## src/rtl/adc_capture_writer_pkg.sv

```systemverilog
// Shared codec definitions: sample format, buffer geometry, writer FSM states
// and the byte order of a frame inside the ping-pong buffer.
package adc_capture_writer_pkg;

  localparam int unsigned DATA_BITS             = 16;
  localparam int unsigned DEF_LEADING_BITS      = 1;
  localparam int unsigned DEF_BUFFER_SIZE_BYTES = 1024;
  localparam int unsigned DEF_BUFFER_ADDR_BITS  = $clog2(DEF_BUFFER_SIZE_BYTES);

  localparam int unsigned BYTE_L_LO = 0;
  localparam int unsigned BYTE_L_HI = 1;
  localparam int unsigned BYTE_R_LO = 2;
  localparam int unsigned BYTE_R_HI = 3;

  typedef enum logic [1:0] {
    ST_IDLE       = 2'd0,
    ST_WRITE      = 2'd1,
    ST_WAIT_EMPTY = 2'd2
  } wr_state_e;

  typedef struct packed {
    logic [DATA_BITS-1:0] left;
    logic [DATA_BITS-1:0] right;
  } frame_t;

  // Byte idx of a frame in buffer order (low byte of each word first).
  function automatic logic [7:0] frame_byte(frame_t f, logic [1:0] idx);
    logic [7:0] b;
    case (idx)
      2'(BYTE_L_HI): b = f.left[15:8];
      2'(BYTE_R_LO): b = f.right[7:0];
      2'(BYTE_R_HI): b = f.right[15:8];
      default:       b = f.left[7:0];
    endcase
    return b;
  endfunction

endpackage

```

## src/rtl/adc_capture_writer_i2s_deserializer.sv

```systemverilog
// I2S receive side: bclk/lrck edge detection, left-word alignment and MSB-first
// shifting; pulses frame_valid once per complete frame.
module adc_capture_writer_i2s_deserializer
  import adc_capture_writer_pkg::*;
#(
  parameter int unsigned LEADING_BITS = DEF_LEADING_BITS,
  parameter int unsigned CHANNELS     = 2
) (
  input  logic   clk,
  input  logic   rst_n,
  input  logic   capture_en,
  input  logic   bclk,
  input  logic   lrck,
  input  logic   adcdat,
  output logic   frame_valid,
  output frame_t frame
);

  localparam int unsigned LAST_POS = LEADING_BITS + DATA_BITS - 1;
  localparam int unsigned POS_W    = $clog2(LAST_POS + 2);

  logic                 bclk_r, bclk_prev, lrck_r, lrck_last, dat_r;
  logic                 en_prev, aligned;
  logic [POS_W-1:0]     pos_cnt;
  logic [DATA_BITS-1:0] shift_q;

  logic                 bclk_rise, lr_change, en_rise, aligned_now, in_word, word_done;
  logic [POS_W-1:0]     pos;
  logic [DATA_BITS-1:0] shift_next;

  always_comb begin
    bclk_rise   = bclk_r & ~bclk_prev;
    lr_change   = lrck_r ^ lrck_last;
    en_rise     = capture_en & ~en_prev;
    aligned_now = (aligned | (lr_change & ~lrck_r)) & ~en_rise;
    pos         = lr_change ? '0 : pos_cnt;
    in_word     = (pos >= POS_W'(LEADING_BITS)) && (pos <= POS_W'(LAST_POS));
    word_done   = bclk_rise && aligned_now && (pos == POS_W'(LAST_POS));
    shift_next  = {shift_q[DATA_BITS-2:0], dat_r};
  end

  always_ff @(posedge clk or negedge rst_n) begin
    if (!rst_n) begin
      bclk_r      <= 1'b0;
      bclk_prev   <= 1'b0;
      lrck_r      <= 1'b0;
      lrck_last   <= 1'b0;
      dat_r       <= 1'b0;
      en_prev     <= 1'b0;
      aligned     <= 1'b0;
      pos_cnt     <= '0;
      shift_q     <= '0;
      frame_valid <= 1'b0;
      frame       <= '0;
    end else begin
      bclk_r      <= bclk;
      bclk_prev   <= bclk_r;
      lrck_r      <= lrck;
      dat_r       <= adcdat;
      en_prev     <= capture_en;
      frame_valid <= 1'b0;
      if (en_rise) begin
        aligned <= 1'b0;
      end
      if (bclk_rise) begin
        lrck_last <= lrck_r;
        aligned   <= aligned_now;
        pos_cnt   <= (pos == POS_W'(LAST_POS + 1)) ? pos : pos + POS_W'(1);
        if (in_word) begin
          shift_q <= shift_next;
        end
      end
      // Left word completing ends a mono frame; right word ends a stereo frame.
      if (word_done) begin
        if (!lrck_r) begin
          frame.left <= shift_next;
          if (CHANNELS == 1) begin
            frame_valid <= 1'b1;
          end
        end else if (CHANNELS == 2) begin
          frame.right <= shift_next;
          frame_valid <= 1'b1;
        end
      end
    end
  end

endmodule

```

## src/rtl/adc_capture_writer.sv

```systemverilog
// ADC capture writer: deserialises I2S frames and writes them byte-wide into a
// ping-pong buffer, handing full buffers over with the filled/empty handshake.
module adc_capture_writer
  import adc_capture_writer_pkg::*;
#(
  parameter int unsigned LEADING_BITS      = DEF_LEADING_BITS,
  parameter int unsigned CHANNELS          = 2,
  parameter int unsigned BUFFER_SIZE_BYTES = DEF_BUFFER_SIZE_BYTES,
  parameter int unsigned BUFFER_ADDR_BITS  = $clog2(BUFFER_SIZE_BYTES)
) (
  input  logic                        clk,
  input  logic                        rst_n,
  input  logic                        capture_en_i,
  input  logic                        i2s_bclk_i,
  input  logic                        i2s_lrck_i,
  input  logic                        i2s_adcdat_i,
  output logic                        buff_sel_o,
  output logic [BUFFER_ADDR_BITS-1:0] buff_addr_o,
  output logic [7:0]                  buff_data_o,
  output logic                        buff_we_o,
  output logic                        buff_filled_o,
  input  logic                        buff_filled_ack_i,
  input  logic                        buff_empty_i,
  output logic                        overrun_o
);

  localparam int unsigned FRAME_BYTES = 2 * CHANNELS;
  localparam int unsigned CNT_W       = 3;
  localparam logic [BUFFER_ADDR_BITS-1:0] LAST_ADDR = BUFFER_ADDR_BITS'(BUFFER_SIZE_BYTES - 1);

  wr_state_e                   state_q, state_d;
  frame_t                      frame_in, frame_q, frame_d;
  logic                        frame_valid;
  logic [CNT_W-1:0]            byte_cnt_q, byte_cnt_d;
  logic                        other_free_q, other_free_d;
  logic                        sel_d, we_d, filled_d, overrun_d;
  logic [BUFFER_ADDR_BITS-1:0] addr_d;
  logic [7:0]                  data_d;
  logic                        free_now, complete, swap;

  adc_capture_writer_i2s_deserializer #(
    .LEADING_BITS(LEADING_BITS),
    .CHANNELS    (CHANNELS)
  ) u_deser (
    .clk        (clk),
    .rst_n      (rst_n),
    .capture_en (capture_en_i),
    .bclk       (i2s_bclk_i),
    .lrck       (i2s_lrck_i),
    .adcdat     (i2s_adcdat_i),
    .frame_valid(frame_valid),
    .frame      (frame_in)
  );

  always_ff @(posedge clk or negedge rst_n) begin
    if (!rst_n) state_q <= ST_IDLE;
    else        state_q <= state_d;
  end

  // Next state plus next values of every registered output.
  always_comb begin
    state_d      = state_q;
    frame_d      = frame_q;
    byte_cnt_d   = byte_cnt_q;
    sel_d        = buff_sel_o;
    addr_d       = buff_addr_o;
    data_d       = buff_data_o;
    we_d         = 1'b0;
    filled_d     = buff_filled_o;
    overrun_d    = overrun_o;
    free_now     = other_free_q | buff_empty_i;
    other_free_d = free_now;
    complete     = 1'b0;
    swap         = 1'b0;

    case (state_q)
      ST_IDLE: begin
        if (frame_valid && capture_en_i) begin
          frame_d    = frame_in;
          we_d       = 1'b1;
          data_d     = frame_byte(frame_in, 2'(BYTE_L_LO));
          byte_cnt_d = CNT_W'(1);
          state_d    = ST_WRITE;
        end
      end
      ST_WRITE: begin
        if (frame_valid) overrun_d = 1'b1;
        if (byte_cnt_q < CNT_W'(FRAME_BYTES)) begin
          we_d       = 1'b1;
          data_d     = frame_byte(frame_q, 2'(byte_cnt_q));
          addr_d     = buff_addr_o + BUFFER_ADDR_BITS'(1);
          byte_cnt_d = byte_cnt_q + CNT_W'(1);
        end else if (buff_addr_o == LAST_ADDR) begin
          // Last byte of the buffer is on the bus this cycle.
          complete = 1'b1;
          if (free_now) begin
            swap    = 1'b1;
            state_d = ST_IDLE;
          end else begin
            state_d = ST_WAIT_EMPTY;
          end
        end else begin
          addr_d  = buff_addr_o + BUFFER_ADDR_BITS'(1);
          state_d = ST_IDLE;
        end
      end
      ST_WAIT_EMPTY: begin
        if (frame_valid) overrun_d = 1'b1;
        if (free_now) begin
          swap    = 1'b1;
          state_d = ST_IDLE;
        end
      end
      default: state_d = ST_IDLE;
    endcase

    if (swap) begin
      sel_d        = ~buff_sel_o;
      addr_d       = '0;
      other_free_d = 1'b0;
    end
    if (buff_filled_ack_i) filled_d = 1'b0;
    if (complete)          filled_d = 1'b1;
  end

  always_ff @(posedge clk or negedge rst_n) begin
    if (!rst_n) begin
      frame_q       <= '0;
      byte_cnt_q    <= '0;
      other_free_q  <= 1'b1;
      buff_sel_o    <= 1'b0;
      buff_addr_o   <= '0;
      buff_data_o   <= '0;
      buff_we_o     <= 1'b0;
      buff_filled_o <= 1'b0;
      overrun_o     <= 1'b0;
    end else begin
      frame_q       <= frame_d;
      byte_cnt_q    <= byte_cnt_d;
      other_free_q  <= other_free_d;
      buff_sel_o    <= sel_d;
      buff_addr_o   <= addr_d;
      buff_data_o   <= data_d;
      buff_we_o     <= we_d;
      buff_filled_o <= filled_d;
      overrun_o     <= overrun_d;
    end
  end

endmodule

```

## config.mk

```make
export PLATFORM = sky130hd
export DESIGN_NAME = adc_capture_writer
export DESIGN_NICKNAME = d
export VERILOG_FILES = /design/src/rtl/adc_capture_writer_pkg.sv /design/src/rtl/adc_capture_writer_i2s_deserializer.sv /design/src/rtl/adc_capture_writer.sv
export SDC_FILE = /design/constraint.sdc
export NUM_CORES = 1
export LEC_CHECK = 0
export ABC_AREA = 0
export BUFFER_PORTS_ARGS = -buffer_cell sky130_fd_sc_hd__clkbuf_2
export CAP_MARGIN = 40
export CORE_AREA = 2 2 112 114
export DETAILED_ROUTE_END_ITERATION = 12
export DIE_AREA = 0 0 114 116
export HOLD_SLACK_MARGIN = 0.1
export SYNTH_ARGS = -nofsm -noshare
export SYNTH_HDL_FRONTEND = slang
export SYNTH_HIERARCHICAL = 1
export SYNTH_SLANG_ARGS = --single-unit
```

## constraint.sdc

```tcl
create_clock -name clk -period 2.34 [get_ports clk]
set_input_delay 0.234 -clock clk [delete_from_list [all_inputs] [get_ports clk]]
set_output_delay 0.234 -clock clk [all_outputs]
set_load 0.005 [all_outputs]
```

==> flow_results.org <==
** Final layout
- The area growth from synthesis to layout is 19.72%.
- Core utilization of the finished layout :: 0.5332
- Count of fill cells added during filler insertion :: 1023
- Summing all flip-flop and latch instances after layout gives about 3000 sq um.
- In the final layout, the multi-input gates occupy 2158 sq um.
- 0 antenna diodes ended up in the layout.
- Share of layout cells above drive strength 1 :: 0.3414
- NumNets Final :: 463

** Clocking
- Clock latency of the later-clocked register in the worst-skew pair :: 0.41 ns
- Buffers inserted during clock tree synthesis total 17.
- The longest clock path from root to sink contains 2 buffers.
- The number of gates resized after CTS was 0.
- Library cell used as clock root buffer :: sky130_fd_sc_hd__clkbuf_16
- Clock transition at path regs :: 0.05 ns
- TritonCTS built the clock tree.
- Clock tree sinks :: 120
- H-Tree Level Count :: 4

** Global routing
- Antenna violations before repair :: 0
- For met2 alone, demand over resource in global routing was 0.2520.
- Wire length of the first global-routing pass :: 16570 um
- GRT Resource Usage Total :: 0.1636
- Gr ovfl total :: 0
- Entering global routing, the biggest net connects 50 pins.
- For this run, global-route usage on met1 was measured as 0.2205.
- For this run, global-route usage on met3 was measured as 0.03766.
- The global routing stage identified its most utilized layer as met2.
- Vias in the first global route :: 3265

** STA
- Max-slew violation count :: 0
- Subtracting the final worst setup slack from the clock period gives 2.178 ns.
- Final clock period utilization by the worst path :: 0.9308
- Setup repair after global routing missed its margin :: no
- For the final database, setup skew stands at 0.007235 ns.
- Total negative slack for setup checks :: 0 ns
- Worst slew pin tran :: 0.6844 ns
- Setup-failing EPs final :: 0
- Derived from the worst setup path, the maximum achievable clock frequency is 459.1 MHz.
- Final Hold Vio Count :: 0
- Relative slew margins :: 0.5437

** Logic synthesis
- Proportion of synthesized chip area in sequential cells :: 0.5663
- Among all flip-flop cells after synthesis, the most frequent one is sky130_fd_sc_hd__dfrtp_1.
- Post-Synthesis Cell Area :: 5305 sq um
- Yosys printed 6 warnings.
- Avg Cell Area, Syn :: 13.53 sq um
- In the post-synthesis netlist, the cell with the most instances is sky130_fd_sc_hd__dfrtp_1.
- The netlist uses between 50 and 60 different library cells.
- Cell taking the most area after synthesis :: sky130_fd_sc_hd__dfrtp_1
- The synthesized design contains 0 enable-type register cells.
- After technology mapping, the gate count stands at 392.
- Fraction of synthesis flops using an asynchronous set or reset pin :: 1.000
- In this run, synthesis produced a sequential element count of 120.
- Synth area leaders :: sky130_fd_sc_hd__dfrtp_1 56%, sky130_fd_sc_hd__mux2_2 11%, sky130_fd_sc_hd__mux2_4 5.4%, sky130_fd_sc_hd__ha_1 2.6%, sky130_fd_sc_hd__o21ai_0 2.3%
- Commonest cells in the netlist :: 119 x sky130_fd_sc_hd__dfrtp_1, 50 x sky130_fd_sc_hd__mux2_2, 24 x sky130_fd_sc_hd__o21ai_0
- The number of nets handed over by synthesis was between 400 and 500.
- Of the post-synthesis cell area, the dominant cell type holds 0.5613.

** Setup path
- Worst setup path class :: register to register
- Of all nets on the critical path, the largest fanout is 15.
- Data on the critical path arrives at its endpoint at between 2 and 2.5 ns.
- The worst setup path is captured at a register.
- The worst setup path is launched from a register.
- At the worst endpoint, the required time is 2.63 ns.

** Routing
- Wires add up to 9703 um.
- DR pass1 iterations :: 4
- Total vias in the final route :: between 3000 and 4000
- Once detail routing completed, the nets flagged for antenna violations numbered 0.
- DRC violations left :: 0
- Using the TritonRoute via totals, the vias-per-cell ratio works out to 5.306.
- The detailed router finished its first iteration with 209 violations.
- In the final routed layout, each cell accounts on average for 16.06 um.

** Floorplanning
- After floorplanning, the core was divided into 40 placement rows.
- The initial utilization of the core area, before any placement, comes to 0.4454.
- The die is ~120 um tall.
- Die outline width :: around 110 um
- Top-level I/O count :: 30
- The die covers 13220 sq um.
- Core Box Area :: 11910 sq um

** Placement
- Count of port buffers added during placement :: 29
- Routability Congestion :: roughly 0.77
- The wire-length estimate of the detail-placed layout is 6559 um.

** Job
- Number of max-capacitance violations reported :: 0

** Power
- Cell Pwr Density :: 856.8 nW/um^2
- In this run the static leakage power is about 3 nW.
- Across the VDD grid, the largest voltage drop is 0.0005626 V.
- After layout, the design draws a total of 5.442 mW.

** Outcome
- Status :: completed

** Worst hold path
- Tightest Hold Check Type :: register to register
[power breakdown]
group / total, mW / internal, mW / switching, mW / leakage (nW)
Combinational: 0.483 / 0.260 / 0.223 / 1.17
Sequential: 2.42 / 2.23 / 0.196 / 1.55
Clock: 2.54 / 1.67 / 0.865 / 0.294
[flip-flops by register name (all words and copies together), names as in the netlist, 2 cells and up]
signal           count
frame_q             32
byte_cnt_q           3
state_q              2
buff_data_o          8
buff_addr_o         10
u_deser/frame       32
u_deser/pos_cnt      5
u_deser/shift_q     15
[per-stage QoR]
step	area (sq um)	hold slack, ns	worst slack (ns)	instances
final	6351	0.4020	0.1620	604
after global routing	6351	0.4178	0.03748	604
after CTS	6336	0.4018	0.09744	602
after detailed placement	5680	0.3203	0.09506	563
after global placement	5680	0.3126	0.1595	563
after floorplan	5324	-0.06159	0.005991	392
[metal layers]
| layer | up-vias | part of all wire |
|---|---|---|
| li1 | 1529 | - |
| met1 | 1593 | 0.48 |
| met2 | 72 | 0.47 |
| met3 | 11 | 0.035 |
| met4 | 0 | 0.016 |
| met5 | - | 0 |
[layout by cell type, fill, tap and decap left out, types with 3 or more instances in the layout]
cell type,count
sky130_fd_sc_hd__clkbuf_16,17
sky130_fd_sc_hd__buf_12,5
sky130_fd_sc_hd__dlygate4sd3_1,7
sky130_fd_sc_hd__a21oi_1,14
sky130_fd_sc_hd__o21ai_0,24
sky130_fd_sc_hd__nand2b_1,3
sky130_fd_sc_hd__mux2_4,19
sky130_fd_sc_hd__inv_1,13
sky130_fd_sc_hd__ha_1,10
sky130_fd_sc_hd__nor2b_1,3
sky130_fd_sc_hd__a222oi_1,8
sky130_fd_sc_hd__nand3_1,4
sky130_fd_sc_hd__mux2_1,10
sky130_fd_sc_hd__dfrtp_1,119
sky130_fd_sc_hd__clkbuf_2,28
sky130_fd_sc_hd__clkbuf_8,4
sky130_fd_sc_hd__a21o_1,4
sky130_fd_sc_hd__nor2_1,22
sky130_fd_sc_hd__mux2_2,50
sky130_fd_sc_hd__buf_4,8
sky130_fd_sc_hd__nand2_1,21
sky130_fd_sc_hd__mux2i_1,9
sky130_fd_sc_hd__xor2_1,3
sky130_fd_sc_hd__clkbuf_1,3
sky130_fd_sc_hd__clkinv_2,5
[cell type report]
type	instances	share of cell area
multi-input combinational	244	0.3398
clock inverter	8	0.01478
clock buffer	24	0.07742
tap	147	0.02896
inverter	13	0.007683
sequential	120	0.4730
timing repair buffer	48	0.05831
[cell families after synthesis]
kind of cell	after synthesis	synth area share
and+or+nand+nor	72	0.07783
AOI/OAI and AO/OA	68	0.09317
muxes	88	0.1981
DFF	120	0.5663
xor gates and xnor gates	5	0.008256
adders and majority gates	11	0.02594
buffers and inverters	28	0.03042
[worst paths after layout]
path                                          start                        endpoint  slack [ns]  cells past startpoint
min                        u_deser/bclk_r$_DFF_PN0_     u_deser/bclk_prev$_DFF_PN0_        0.40                      0
min in group asynchronous                     rst_n      buff_addr_o[6]$_DFFE_PN0P_        0.41                      2
min reg2reg                u_deser/bclk_r$_DFF_PN0_     u_deser/bclk_prev$_DFF_PN0_        0.40                      0
max in group asynchronous                     rst_n         frame_q[21]$_DFFE_PN0P_        1.24                      3
max reg2reg                u_deser/lrck_r$_DFF_PN0_  u_deser/shift_q[2]$_DFFE_PN0P_        0.16                      8
max                        u_deser/lrck_r$_DFF_PN0_  u_deser/shift_q[2]$_DFFE_PN0P_        0.16                      8
[worst max-delay path, cell delays in order (launching register included)]
cell	delay (ns)
sky130_fd_sc_hd__dfrtp_1	0.40
sky130_fd_sc_hd__inv_1	0.16
sky130_fd_sc_hd__ha_4	0.25
sky130_fd_sc_hd__nand2_1	0.10
sky130_fd_sc_hd__ha_1	0.21
sky130_fd_sc_hd__a21oi_2	0.09
sky130_fd_sc_hd__a311oi_4	0.30
sky130_fd_sc_hd__buf_12	0.20
sky130_fd_sc_hd__mux2_2	0.34
[repair_timing]
action	CTS	global route
hold buffers	7	0
endpoints found under the setup margin	0	9
buffers inserted	0	2
endpoints found under the hold margin	52	0
No activity file was read; power rests on OpenSTA's default activity.
